`src/rtl/tx_fc_credit_manager_pkg.sv`:
```
// Shared types for the TX arbiter / flow-control credit path.
// Holds the credit-type and result encodings plus the FC state enum.
package Tx_Arbiter_Package;

   localparam int unsigned PTLP_WIDTH   = 10;
   localparam int unsigned FC_NUM_TYPES = 3;

   typedef enum logic [1:0] {
      FC_NOP = 2'd0,
      FC_P   = 2'd1,
      FC_NP  = 2'd2,
      FC_CPL = 2'd3
   } FC_command_t;

   typedef enum logic [1:0] {
      FC_FAILED      = 2'd0,
      FC_SUCCESS_1   = 2'd1,
      FC_SUCCESS_2   = 2'd2,
      FC_SUCCESS_1_2 = 2'd3
   } FC_result_t;

   typedef enum logic [1:0] {
      FC_RESET  = 2'd0,
      FC_INIT   = 2'd1,
      FC_ACTIVE = 2'd2
   } fc_state_t;

   // One-hot select of the tracker owning a credit type; NOP selects none.
   function automatic logic [FC_NUM_TYPES-1:0] fc_type_onehot(input FC_command_t cmd);
      logic [FC_NUM_TYPES-1:0] oh;
      oh = '0;
      case (cmd)
         FC_P:    oh = 3'b001;
         FC_NP:   oh = 3'b010;
         FC_CPL:  oh = 3'b100;
         default: oh = '0;
      endcase
      return oh;
   endfunction

   function automatic FC_result_t fc_result(input logic pass1, input logic pass2);
      FC_result_t r;
      r = FC_FAILED;
      case ({pass2, pass1})
         2'b01:   r = FC_SUCCESS_1;
         2'b10:   r = FC_SUCCESS_2;
         2'b11:   r = FC_SUCCESS_1_2;
         default: r = FC_FAILED;
      endcase
      return r;
   endfunction

endpackage

```
`src/rtl/tx_fc_credit_manager_if.sv`:
```
// Candidate/result bundle between the TX arbiter and the credit manager.
interface Tx_FC_Interface;
   import Tx_Arbiter_Package::*;

   logic [PTLP_WIDTH-1:0] PTLP_1;
   logic [PTLP_WIDTH-1:0] PTLP_2;
   FC_command_t           Command_1;
   FC_command_t           Command_2;
   FC_result_t            Result;

   modport FC_ARBITER (input PTLP_1, PTLP_2, Command_1, Command_2, output Result);
   modport TX_ARBITER (output PTLP_1, PTLP_2, Command_1, Command_2, input Result);

endinterface

```
`src/rtl/tx_fc_credit_manager_tracker.sv`:
```
// Credit limit/consumed registers and the pass check for a single credit type.
// Candidate 2 is checked against the consumed count already advanced by candidate 1.
module tx_fc_type_tracker #(
   parameter int unsigned HDR_W  = 12,
   parameter int unsigned DATA_W = 16
) (
   input  logic              clk_i,
   input  logic              arst_i,
   input  logic              init_ld_i,
   input  logic              upd_ld_i,
   input  logic [HDR_W-1:0]  hdr_val_i,
   input  logic [DATA_W-1:0] data_val_i,
   input  logic              sel1_i,
   input  logic              sel2_i,
   input  logic [DATA_W-1:0] need1_i,
   input  logic [DATA_W-1:0] need2_i,
   output logic              pass1_c_o,
   output logic              pass2_c_o
);

   localparam logic [HDR_W-1:0]  HDR_HALF  = {1'b1, {(HDR_W-1){1'b0}}};
   localparam logic [DATA_W-1:0] DATA_HALF = {1'b1, {(DATA_W-1){1'b0}}};

   logic [HDR_W-1:0]  cl_hdr_q, cl_hdr_d, cc_hdr_q, cc_hdr_d;
   logic [DATA_W-1:0] cl_data_q, cl_data_d, cc_data_q, cc_data_d;
   logic              inf_hdr_q, inf_hdr_d, inf_data_q, inf_data_d;
   logic [HDR_W-1:0]  hdr_cons1, hdr_cons2;
   logic [DATA_W-1:0] data_cons1, data_cons2;
   logic              pass1, pass2;

   // Modular room test: the limit is still ahead of (or equal to) the new consumed count.
   function automatic logic hdr_fits(input logic [HDR_W-1:0] cl, input logic [HDR_W-1:0] cons);
      logic [HDR_W-1:0] room;
      room = cl - cons;
      return room <= HDR_HALF;
   endfunction

   function automatic logic data_fits(input logic [DATA_W-1:0] cl, input logic [DATA_W-1:0] cons);
      logic [DATA_W-1:0] room;
      room = cl - cons;
      return room <= DATA_HALF;
   endfunction

   always_comb begin
      hdr_cons1  = cc_hdr_q + HDR_W'(1);
      data_cons1 = cc_data_q + need1_i;
      pass1      = sel1_i & (inf_hdr_q | hdr_fits(cl_hdr_q, hdr_cons1))
                          & (inf_data_q | data_fits(cl_data_q, data_cons1));
      hdr_cons2  = (pass1 ? hdr_cons1 : cc_hdr_q) + HDR_W'(1);
      data_cons2 = (pass1 ? data_cons1 : cc_data_q) + need2_i;
      pass2      = sel2_i & (inf_hdr_q | hdr_fits(cl_hdr_q, hdr_cons2))
                          & (inf_data_q | data_fits(cl_data_q, data_cons2));
      pass1_c_o  = pass1;
      pass2_c_o  = pass2;
   end

   always_comb begin
      cl_hdr_d   = cl_hdr_q;
      cc_hdr_d   = cc_hdr_q;
      cl_data_d  = cl_data_q;
      cc_data_d  = cc_data_q;
      inf_hdr_d  = inf_hdr_q;
      inf_data_d = inf_data_q;

      if (!inf_hdr_q) begin
         if (pass2)      cc_hdr_d = hdr_cons2;
         else if (pass1) cc_hdr_d = hdr_cons1;
      end
      if (!inf_data_q) begin
         if (pass2)      cc_data_d = data_cons2;
         else if (pass1) cc_data_d = data_cons1;
      end

      // A zero InitFC value advertises infinite credit for that field.
      if (init_ld_i) begin
         cl_hdr_d   = hdr_val_i;
         cl_data_d  = data_val_i;
         inf_hdr_d  = (hdr_val_i == '0);
         inf_data_d = (data_val_i == '0);
      end else if (upd_ld_i) begin
         if (!inf_hdr_q)  cl_hdr_d  = hdr_val_i;
         if (!inf_data_q) cl_data_d = data_val_i;
      end
   end

   always_ff @(posedge clk_i or posedge arst_i) begin
      if (arst_i) begin
         cl_hdr_q   <= '0;
         cc_hdr_q   <= '0;
         cl_data_q  <= '0;
         cc_data_q  <= '0;
         inf_hdr_q  <= 1'b0;
         inf_data_q <= 1'b0;
      end else begin
         cl_hdr_q   <= cl_hdr_d;
         cc_hdr_q   <= cc_hdr_d;
         cl_data_q  <= cl_data_d;
         cc_data_q  <= cc_data_d;
         inf_hdr_q  <= inf_hdr_d;
         inf_data_q <= inf_data_d;
      end
   end

endmodule

```
`src/rtl/tx_fc_credit_manager.sv`:
```
// Transmit flow-control credit manager: collects InitFC/UpdateFC from the DLL and
// grants up to two candidate TLPs per cycle against the P/NP/CPL credit pools.
module tx_fc_credit_manager
   import Tx_Arbiter_Package::*;
#(
   parameter int unsigned FC_HDR_WIDTH  = 12,
   parameter int unsigned FC_DATA_WIDTH = 16
) (
   input  logic                     clk,
   input  logic                     arst,
   Tx_FC_Interface.FC_ARBITER       fc_if,
   input  logic                     dll_fc_valid,
   input  logic                     dll_fc_init,
   input  FC_command_t              dll_fc_type,
   input  logic [FC_HDR_WIDTH-1:0]  dll_hdr_credits,
   input  logic [FC_DATA_WIDTH-1:0] dll_data_credits,
   output logic                     fc_ready
);

   fc_state_t                state_q, state_d;
   logic [FC_NUM_TYPES-1:0]  seen_q, seen_d;
   logic [FC_NUM_TYPES-1:0]  init_ld, upd_ld, sel1, sel2, pass1, pass2;
   logic [FC_DATA_WIDTH-1:0] need1, need2;
   logic                     active;

   assign active  = (state_q == FC_ACTIVE);
   assign need1   = FC_DATA_WIDTH'(fc_if.PTLP_1);
   assign need2   = FC_DATA_WIDTH'(fc_if.PTLP_2);
   assign init_ld = (state_q == FC_INIT && dll_fc_valid && dll_fc_init) ?
                    fc_type_onehot(dll_fc_type) : '0;
   assign upd_ld  = (active && dll_fc_valid && !dll_fc_init) ?
                    fc_type_onehot(dll_fc_type) : '0;
   assign sel1    = active ? fc_type_onehot(fc_if.Command_1) : '0;
   assign sel2    = active ? fc_type_onehot(fc_if.Command_2) : '0;

   // Link-up sequencing: ACTIVE once every credit type has seen its InitFC.
   always_comb begin
      state_d = state_q;
      seen_d  = seen_q;
      unique case (state_q)
         FC_RESET: begin
            state_d = FC_INIT;
            seen_d  = '0;
         end
         FC_INIT: begin
            seen_d = seen_q | init_ld;
            if (&seen_d) state_d = FC_ACTIVE;
         end
         FC_ACTIVE: state_d = FC_ACTIVE;
         default:   state_d = FC_RESET;
      endcase
   end

   always_ff @(posedge clk or posedge arst) begin
      if (arst) begin
         state_q  <= FC_RESET;
         seen_q   <= '0;
         fc_ready <= 1'b0;
      end else begin
         state_q  <= state_d;
         seen_q   <= seen_d;
         fc_ready <= (state_d == FC_ACTIVE);
      end
   end

   for (genvar k = 0; k < FC_NUM_TYPES; k++) begin : g_trk
      tx_fc_type_tracker #(
         .HDR_W  (FC_HDR_WIDTH),
         .DATA_W (FC_DATA_WIDTH)
      ) u_trk (
         .clk_i      (clk),
         .arst_i     (arst),
         .init_ld_i  (init_ld[k]),
         .upd_ld_i   (upd_ld[k]),
         .hdr_val_i  (dll_hdr_credits),
         .data_val_i (dll_data_credits),
         .sel1_i     (sel1[k]),
         .sel2_i     (sel2[k]),
         .need1_i    (need1),
         .need2_i    (need2),
         .pass1_c_o  (pass1[k]),
         .pass2_c_o  (pass2[k])
      );
   end

   // Selects are gated by ACTIVE, so any other state yields FC_FAILED.
   always_comb begin
      fc_if.Result = fc_result(|pass1, |pass2);
   end

endmodule

```
`src/flat_wrapper.sv`:
```
// flat-port wrapper written by rule: the top's interface ports become plain ports
module tx_fc_credit_manager_flat import Tx_Arbiter_Package::*;
#(
   parameter int unsigned FC_HDR_WIDTH  = 12,
   parameter int unsigned FC_DATA_WIDTH = 16
)
  (clk, arst, dll_fc_valid, dll_fc_init, dll_fc_type, dll_hdr_credits, dll_data_credits, fc_ready, fc_if_PTLP_1, fc_if_PTLP_2, fc_if_Command_1, fc_if_Command_2, fc_if_Result);
  Tx_FC_Interface fc_if_i ();
  input  logic clk;
  input  logic arst;
  input  logic dll_fc_valid;
  input  logic dll_fc_init;
  input  FC_command_t dll_fc_type;
  input  logic [FC_HDR_WIDTH-1:0] dll_hdr_credits;
  input  logic [FC_DATA_WIDTH-1:0] dll_data_credits;
  output logic fc_ready;
  input wire logic [$bits(fc_if_i.PTLP_1)-1:0] fc_if_PTLP_1;
  input wire logic [$bits(fc_if_i.PTLP_2)-1:0] fc_if_PTLP_2;
  input wire logic [$bits(fc_if_i.Command_1)-1:0] fc_if_Command_1;
  input wire logic [$bits(fc_if_i.Command_2)-1:0] fc_if_Command_2;
  output wire logic [$bits(fc_if_i.Result)-1:0] fc_if_Result;
  assign fc_if_i.PTLP_1 = fc_if_PTLP_1;
  assign fc_if_i.PTLP_2 = fc_if_PTLP_2;
  assign fc_if_i.Command_1 = fc_if_Command_1;
  assign fc_if_i.Command_2 = fc_if_Command_2;
  assign fc_if_Result = fc_if_i.Result;
  tx_fc_credit_manager #(.FC_HDR_WIDTH(FC_HDR_WIDTH), .FC_DATA_WIDTH(FC_DATA_WIDTH)) u_core (.clk(clk), .arst(arst), .fc_if(fc_if_i), .dll_fc_valid(dll_fc_valid), .dll_fc_init(dll_fc_init), .dll_fc_type(dll_fc_type), .dll_hdr_credits(dll_hdr_credits), .dll_data_credits(dll_data_credits), .fc_ready(fc_ready));
endmodule
```
`config.mk`:
```
export PLATFORM = sky130hd
export DESIGN_NAME = tx_fc_credit_manager_flat
export DESIGN_NICKNAME = d
export VERILOG_FILES = /design/src/rtl/tx_fc_credit_manager_pkg.sv /design/src/rtl/tx_fc_credit_manager_if.sv /design/src/rtl/tx_fc_credit_manager_tracker.sv /design/src/rtl/tx_fc_credit_manager.sv /design/src/flat_wrapper.sv
export SDC_FILE = /design/constraint.sdc
export NUM_CORES = 1
export LEC_CHECK = 0
export ABC_CLOCK_PERIOD_IN_PS = 25300
export CORE_MARGIN = 1
export CORE_UTILIZATION = 45
export CTS_CLUSTER_SIZE = 14
export DETAILED_ROUTE_END_ITERATION = 10
export PLACE_DENSITY = 0.61
export REMOVE_ABC_BUFFERS = 1
export SYNTH_ARGS = -nofsm -noshare
export SYNTH_HDL_FRONTEND = slang
export SYNTH_SLANG_ARGS = --single-unit
```
`constraint.sdc`:
```
create_clock -name clk -period 25.3 [get_ports clk]
set_input_delay 6.325 -clock clk [delete_from_list [all_inputs] [get_ports clk]]
set_output_delay 6.325 -clock clk [all_outputs]
set_load 0.005 [all_outputs]
```
==> qor.yml, run 1 <==
grt_pass1_vias: 18899
syn_inst: 2671
maxCapViolCount: 0
cts_buffers: 17
ant_nets: 0
fp.dieH_um: 222
vias: 20081
status: "finished, final reports clean"
arrival_ns: 17.92
final_nets: 2969
synthTopCellsByCount: "ha_1, nand2_1, nor2_1"
cts.sinks: 180
overflow: 0
place_hpwl_um: 52300
antenna_found_initial: 0
route.detailed.drc: 0
clk_pin_slew_ns: 0.08
fillCellCount: 4621
slowest_delay_ns: 0.57
rsz0062_at_grt: "false"
avgViaCountPerCell: 6.09
drt_pass1_iterations: 5
async_flop_share_pct: 100
initial_core_util_pct: 45.5
skew_ns: 0.0185
synth_edf_count: 0
cpMaxStageDelayCell: "or2_2"
coreArea_um2: 47600
worst_pin_slew_ns: 1.12
final_area_um2: 23500
p_total_mw: 3.04
ys_ff_latch: 180
avgSynthCellArea_um2: 8.12
setup_violations: 0
slew_viol_final: 0
period_share_pct: 95.8
worstSetupPathType: "in2out"
grt_max_degree: 115
yosys.area.top_type_share_pct: 20.8
dieArea_um2: 49100
register_area_um2: 4500
worst_setup_path_start_kind: "primary input"
peakVddDrop_mv: 0.0792
pre_cts_ws_ns: 0.860
crit_fanout: 31
synthesis.area_um2: 21700
comb_power_share_pct: 74.0
die_w_um: 222
power.density_nw_per_um2: 129
synth_cell_types: 96
area_growth_pct: 8.24
post_dp_cell_area_um2: 22800
holdWs_ns: 0.491
drt-total-wl_um: 66000
place_congestion: 0.933
post_cts_buffers: 0
power_leakage_nw: 9.85
drive_gt1_share_pct: 7.41
hold_buffers: 0
cts_max_level: 4
max_slew_margin_pct: 24.6
critical-path-top-delay-family: "compound AO/OA/AOI/OAI gates"
yosys_warnings: 0
end_kind: "primary output"
tritoncts: "yes"
fmax_ghz: 0.0412
cp.required_ns: 18.98
power_frac_seq_pct: 16.6
port_buffers: 60
placement_rows: 80
first_iter_violations: 1404
synth_flop_cell: "dfrtp_1"
yosysSeqAreaShare_pct: 20.8
grt_pass1_wl_um: 105000
setup_slack_ns: 1.05
pin_count: 61
hp-class: "reg2reg"
yosysMostFrequentCell: "ha_1"
grt_usage_pct: 27.0
clockBufferDepth: 2
fin_setup_tns_ns: 0
antenna_cells: 0
hold_viol_final: 0
synth.area.top_cells: "dfrtp_1, ha_1, xnor2_1, mux2_2, o21ai_0"
drt-wirelength-per-cell_um: 20.0
clk_latency_ns: 0.51
synth_top_cell_by_area: "dfrtp_1"
cts_root_buf: "clkbuf_16"
fin_crit_ns: 24.25
power_switching_mw: 1.55
crit_buf_inv: 5
multiInputGateArea_um2: 16300
p_int_mw: 1.48
p_clk_share_pct: 9.4
swShare_pct: 51.1
-- timing repair --
| item | in CTS | in global routing |
|---|---|---|
| endpoints found under the setup margin | 0 | 1 |
| endpoints found under the hold margin | 0 | 0 |
| gates resized for setup | 0 | 3 |
-- final cells by class --
class / instances / area share [%]
Multi-Input combinational cell: 2246 / 69.3
Timing Repair Buffer: 86 / 3.39
Tap cell: 615 / 3.28
Clock inverter: 15 / 0.794
Inverter: 140 / 2.27
Clock buffer: 17 / 1.81
Sequential cell: 180 / 19.2
-- metrics by stage --
step | util [%] | instances
2_1_floorplan | - | 2566
3_3_place_gp | 47.9 | 3267
3_5_place_dp | 47.9 | 3267
4_1_cts | 49.2 | 3299
5_1_grt | 49.3 | 3299
6_report | 49.3 | 3299
-- kinds of logic after synthesis --
kind of cell / Yosys count / synth area share, %
fa+ha+maj: 240 / 14.5
compound gates: 740 / 22.4
mux: 129 / 6.56
flops: 180 / 20.8
simple gates: 862 / 20.0
xor+xnor: 275 / 11.4
buf+inv: 245 / 4.37
-- path summary, 6_finish.rpt --
| check | from | to | slack (ns) | cells after the start |
|---|---|---|---|---|
| max | fc_if_PTLP_1[0] | fc_if_Result[1] | 1.05 | 50 |
| min | u_core.g_trk[1].u_trk.cc_data_q[15]$_DFFE_PP0N_ | u_core.g_trk[1].u_trk.cc_data_q[15]$_DFFE_PP0N_ | 0.49 | 1 |
| max reg2reg | u_core.g_trk[0].u_trk.cc_data_q[0]$_DFFE_PP0N_ | u_core.g_trk[0].u_trk.cc_hdr_q[2]$_DFFE_PP0N_ | 13.41 | 50 |
| min reg2reg | u_core.g_trk[1].u_trk.cc_data_q[15]$_DFFE_PP0N_ | u_core.g_trk[1].u_trk.cc_data_q[15]$_DFFE_PP0N_ | 0.49 | 1 |
| max in group asynchronous | arst | u_core.g_trk[0].u_trk.cc_data_q[5]$_DFFE_PP0N_ | 17.41 | 3 |
| min in group asynchronous | arst | u_core.g_trk[2].u_trk.cc_hdr_q[1]$_DFFE_PP0N_ | 6.41 | 2 |
-- power groups by stage --
stage / Sequential, mW / Combinational [mW] / Clock [mW]
after floorplan: 0.463 / 1.71 / 0
after global placement: 0.508 / 2.16 / 0
after detailed placement: 0.509 / 2.20 / 0
after CTS: 0.504 / 2.22 / 0.291
after global routing: 0.518 / 2.49 / 0.301
final: 0.505 / 2.25 / 0.285
-- registers in the layout, summed over array words and instances (netlist names) --
register,count
u_core.g_trk.u_trk.inf_data_q,3
u_core.g_trk.u_trk.inf_hdr_q,3
u_core.g_trk.u_trk.cl_data_q,48
u_core.g_trk.u_trk.cc_data_q,48
u_core.state_q,2
u_core.fc_ready,1
u_core.seen_q,3
u_core.g_trk.u_trk.cc_hdr_q,36
u_core.g_trk.u_trk.cl_hdr_q,36
-- routing by layer --
| metal | share of wire (%) | up-vias | global-route usage [%] |
|---|---|---|---|
| met5 | 0 | - | 0 |
| met4 | 3.4 | 0 | 11.4 |
| met3 | 4.2 | 90 | 2.61 |
| met2 | 46 | 549 | 43.2 |
| met1 | 47 | 9687 | 37.2 |
| li1 | - | 9755 | - |
-- cells in the final DEF, fill, tap and decap left out, types with 15 or more instances in the layout --
cell and count:
o211ai_1 22, o21ai_0 179, fa_1 18, clkbuf_16 17, and3_1 24, dfrtp_1 180, nand2b_1 58, inv_1 138
buf_4 26, and2_1 17, nand2_1 217, o2111ai_1 15, o31ai_1 18, nor2_1 196, nand3b_1 19, nand4_1 22
nor3_1 71, nor2b_1 33, clkdlybuf4s50_1 60, xor2_1 90, or3_1 26, mux2_2 92, a31oi_1 27, o21a_1 36
a21oi_1 171, xnor2_1 181, nor4_1 30, a21o_1 50, mux2i_1 35, o21bai_1 30, a211oi_1 26, nand3_1 75
ha_1 222
No activity file was read; power rests on OpenSTA's default activity.
==> run 2: changes to the inputs <==
--- a/config.mk
+++ b/config.mk
@@ -8,10 +8,12 @@
 export ABC_CLOCK_PERIOD_IN_PS = 25300
 export CORE_MARGIN = 1
 export CORE_UTILIZATION = 45
+export CTS_CLUSTER_DIAMETER = 120
 export CTS_CLUSTER_SIZE = 14
 export DETAILED_ROUTE_END_ITERATION = 10
-export PLACE_DENSITY = 0.61
+export PLACE_DENSITY_LB_ADDON = 0.2
 export REMOVE_ABC_BUFFERS = 1
+export SETUP_SLACK_MARGIN = 0.05
 export SYNTH_ARGS = -nofsm -noshare
 export SYNTH_HDL_FRONTEND = slang
 export SYNTH_SLANG_ARGS = --single-unit
==> run 2 against run 1 <==
  * Non-clock buffer count decreased by 1
  * Clock power about the same
  * Combinational power about the same
  * Sequential power is essentially flat
  * Critical endpoint unchanged
  * Highest routed layer unchanged
  * Cell area barely moved
  * Global-route usage fell by 0.090 points
==> qor.yml, run 2 (synthesis results as in run 1) <==
grt_pass1_vias: 19000  # +0.53%
setup_violations: 0  # unchanged
power_leakage_nw: 9.83  # -0.14%
status: "finished, final reports clean"
place_congestion: 0.944  # +1.2%
final_core_util_pct: 49.2  # about the same
first_iter_violations: 1513  # +7.8%
arrival_ns: 18.04  # +0.12 ns
cts_max_level: 4  # unchanged
fin_setup_tns_ns: 0  # unchanged
power.density_nw_per_um2: 129  # -0.46%
cts-resized-gates: 0  # unchanged
final_area_um2: 23500  # about the same
setup_slack_ns: 0.934  # -0.116 ns
grt_usage_pct: 26.9  # -0.090 points
die_w_um: 222  # unchanged
clockBufferDepth: 2  # unchanged
fmax_ghz: 0.0410  # -0.48%
skew_ns: 0.0139  # -0.00455 ns
post_cts_buffers: 0  # unchanged
cts_root_buf: "clkbuf_16"
pin_count: 61  # unchanged
coreArea_um2: 47600  # unchanged
post_dp_cell_area_um2: 22800  # about the same
dieArea_um2: 49100  # unchanged
worst_pin_slew_ns: 1.18  # +0.0621 ns
antenna_cells: 0  # unchanged
critical-path-top-delay-family: "compound AO/OA/AOI/OAI gates"
crit_buf_inv: 3  # -2
pre_cts_ws_ns: 0.868  # +0.00771 ns
cts_buffers: 17  # unchanged
area_growth_pct: 8.15  # about the same
slowest_delay_ns: 0.84  # +0.27 ns
rsz0062_at_grt: "false"
route.detailed.drc: 0  # unchanged
ant_nets: 0  # unchanged
initial_core_util_pct: 45.5  # unchanged
fin_crit_ns: 24.37  # +0.116 ns
worst_setup_path_start_kind: "primary input"
place_hpwl_um: 51900  # -0.71%
period_share_pct: 96.3  # +0.46 points
fp.dieH_um: 222  # unchanged
cpMaxStageDelayCell: "a211oi_2"
grt_pass1_wl_um: 105000  # -0.37%
avgViaCountPerCell: 6.08  # -0.10%
maxCapViolCount: 0  # unchanged
peakVddDrop_mv: 0.0675  # -15%
worstSetupPathType: "in2out"
hold_viol_final: 0  # unchanged
hold_buffers: 0  # unchanged
comb_power_share_pct: 73.9  # about the same
largest_registers: "u_core.g_trk.u_trk.cc_data_q (48), u_core.g_trk.u_trk.cl_data_q (48)"
vias: 20054  # -0.13%
antenna_found_initial: 0  # unchanged
cp.required_ns: 18.98  # about the same
clk_pin_slew_ns: 0.07  # about the same
grt_max_degree: 116  # +0.87%
cts.sinks: 180  # unchanged
final_nets: 2968  # -0.034%
max_slew_margin_pct: 20.5  # -4.2 points
drt_pass1_iterations: 6  # +1
tritoncts: "yes"
drt-total-wl_um: 65800  # -0.30%
drive_gt1_share_pct: 7.31  # -0.11 points
p_int_mw: 1.49  # +0.33%
hp-class: "reg2reg"
port_buffers: 60  # unchanged
crit_fanout: 31  # unchanged
power_switching_mw: 1.53  # -1.4%
power_frac_seq_pct: 16.6  # about the same
final_cell_mix: "ha_1, nand2_1, nor2_1, xnor2_1, dfrtp_1"
slew_viol_final: 0  # unchanged
drt-wirelength-per-cell_um: 20.0  # -0.27%
clk_latency_ns: 0.50  # about the same
final_common_cell: "ha_1"
swShare_pct: 50.7  # -0.43 points
end_kind: "primary output"
holdWs_ns: 0.486  # -0.00455 ns
overflow: 0  # unchanged
placement_rows: 80  # unchanged
p_clk_share_pct: 9.5  # about the same
-- run 2: changes by cell type in the layout (fill, tap and decap cells not counted), sizes merged --
| cell | previous run | this run |
|---|---|---|
| buf | 26 | 25 |
| bufinv | 0 | 1 |
| clkinv | 7 | 6 |
| clkinvlp | 0 | 1 |
| inv | 148 | 147 |
-- run 2: worst paths after layout --
check	start	end	slack (ns)	cells after the start
max	fc_if_PTLP_1[0]	fc_if_Result[1]	0.93	46
min	u_core.g_trk[0].u_trk.cc_data_q[15]$_DFFE_PP0N_	u_core.g_trk[0].u_trk.cc_data_q[15]$_DFFE_PP0N_	0.49	1
max reg2reg	u_core.g_trk[0].u_trk.cc_data_q[0]$_DFFE_PP0N_	u_core.g_trk[0].u_trk.cc_hdr_q[2]$_DFFE_PP0N_	13.34	46
min reg2reg	u_core.g_trk[0].u_trk.cc_data_q[15]$_DFFE_PP0N_	u_core.g_trk[0].u_trk.cc_data_q[15]$_DFFE_PP0N_	0.49	1
max in group asynchronous	arst	u_core.g_trk[0].u_trk.cl_data_q[15]$_DFFE_PP0P_	17.46	3
min in group asynchronous	arst	u_core.g_trk[2].u_trk.cc_hdr_q[2]$_DFFE_PP0N_	6.38	2
-- run 2: per-stage QoR --
stage / std cells / total power, mW
2_1_floorplan: 2566 / 2.18
3_3_place_gp: 3266 / 2.64
3_5_place_dp: 3266 / 2.69
4_1_cts: 3298 / 3.00
5_1_grt: 3298 / 3.31
6_report: 3298 / 3.02
-- run 2: layout make-up --
class | instances | area (um2)
clock buffers | 17 | 425
clock inverters | 15 | 186
fillers | 4631 | 24200
inverters | 140 | 533
multi-input cells | 2246 | 16200
flip-flops and latches | 180 | 4500
well taps | 615 | 769
repair buffers | 85 | 788
-- run 2: power by group through the flow --
stage / Sequential (mW) / Combinational [mW] / Clock, mW
after global routing: 0.516 / 2.49 / 0.303
after detailed placement: 0.507 / 2.18 / 0
final: 0.502 / 2.23 / 0.286
after CTS: 0.502 / 2.20 / 0.295
after global placement: 0.506 / 2.14 / 0
after floorplan: 0.463 / 1.71 / 0
-- run 2: per-layer routing --
layer	vias up	GRT usage [%]	routed length, um
li1	9746	-	-
met1	9596	36.4	30300
met2	601	43.5	30000
met3	111	3.74	3360
met4	0	10.3	2160
met5	-	0	0
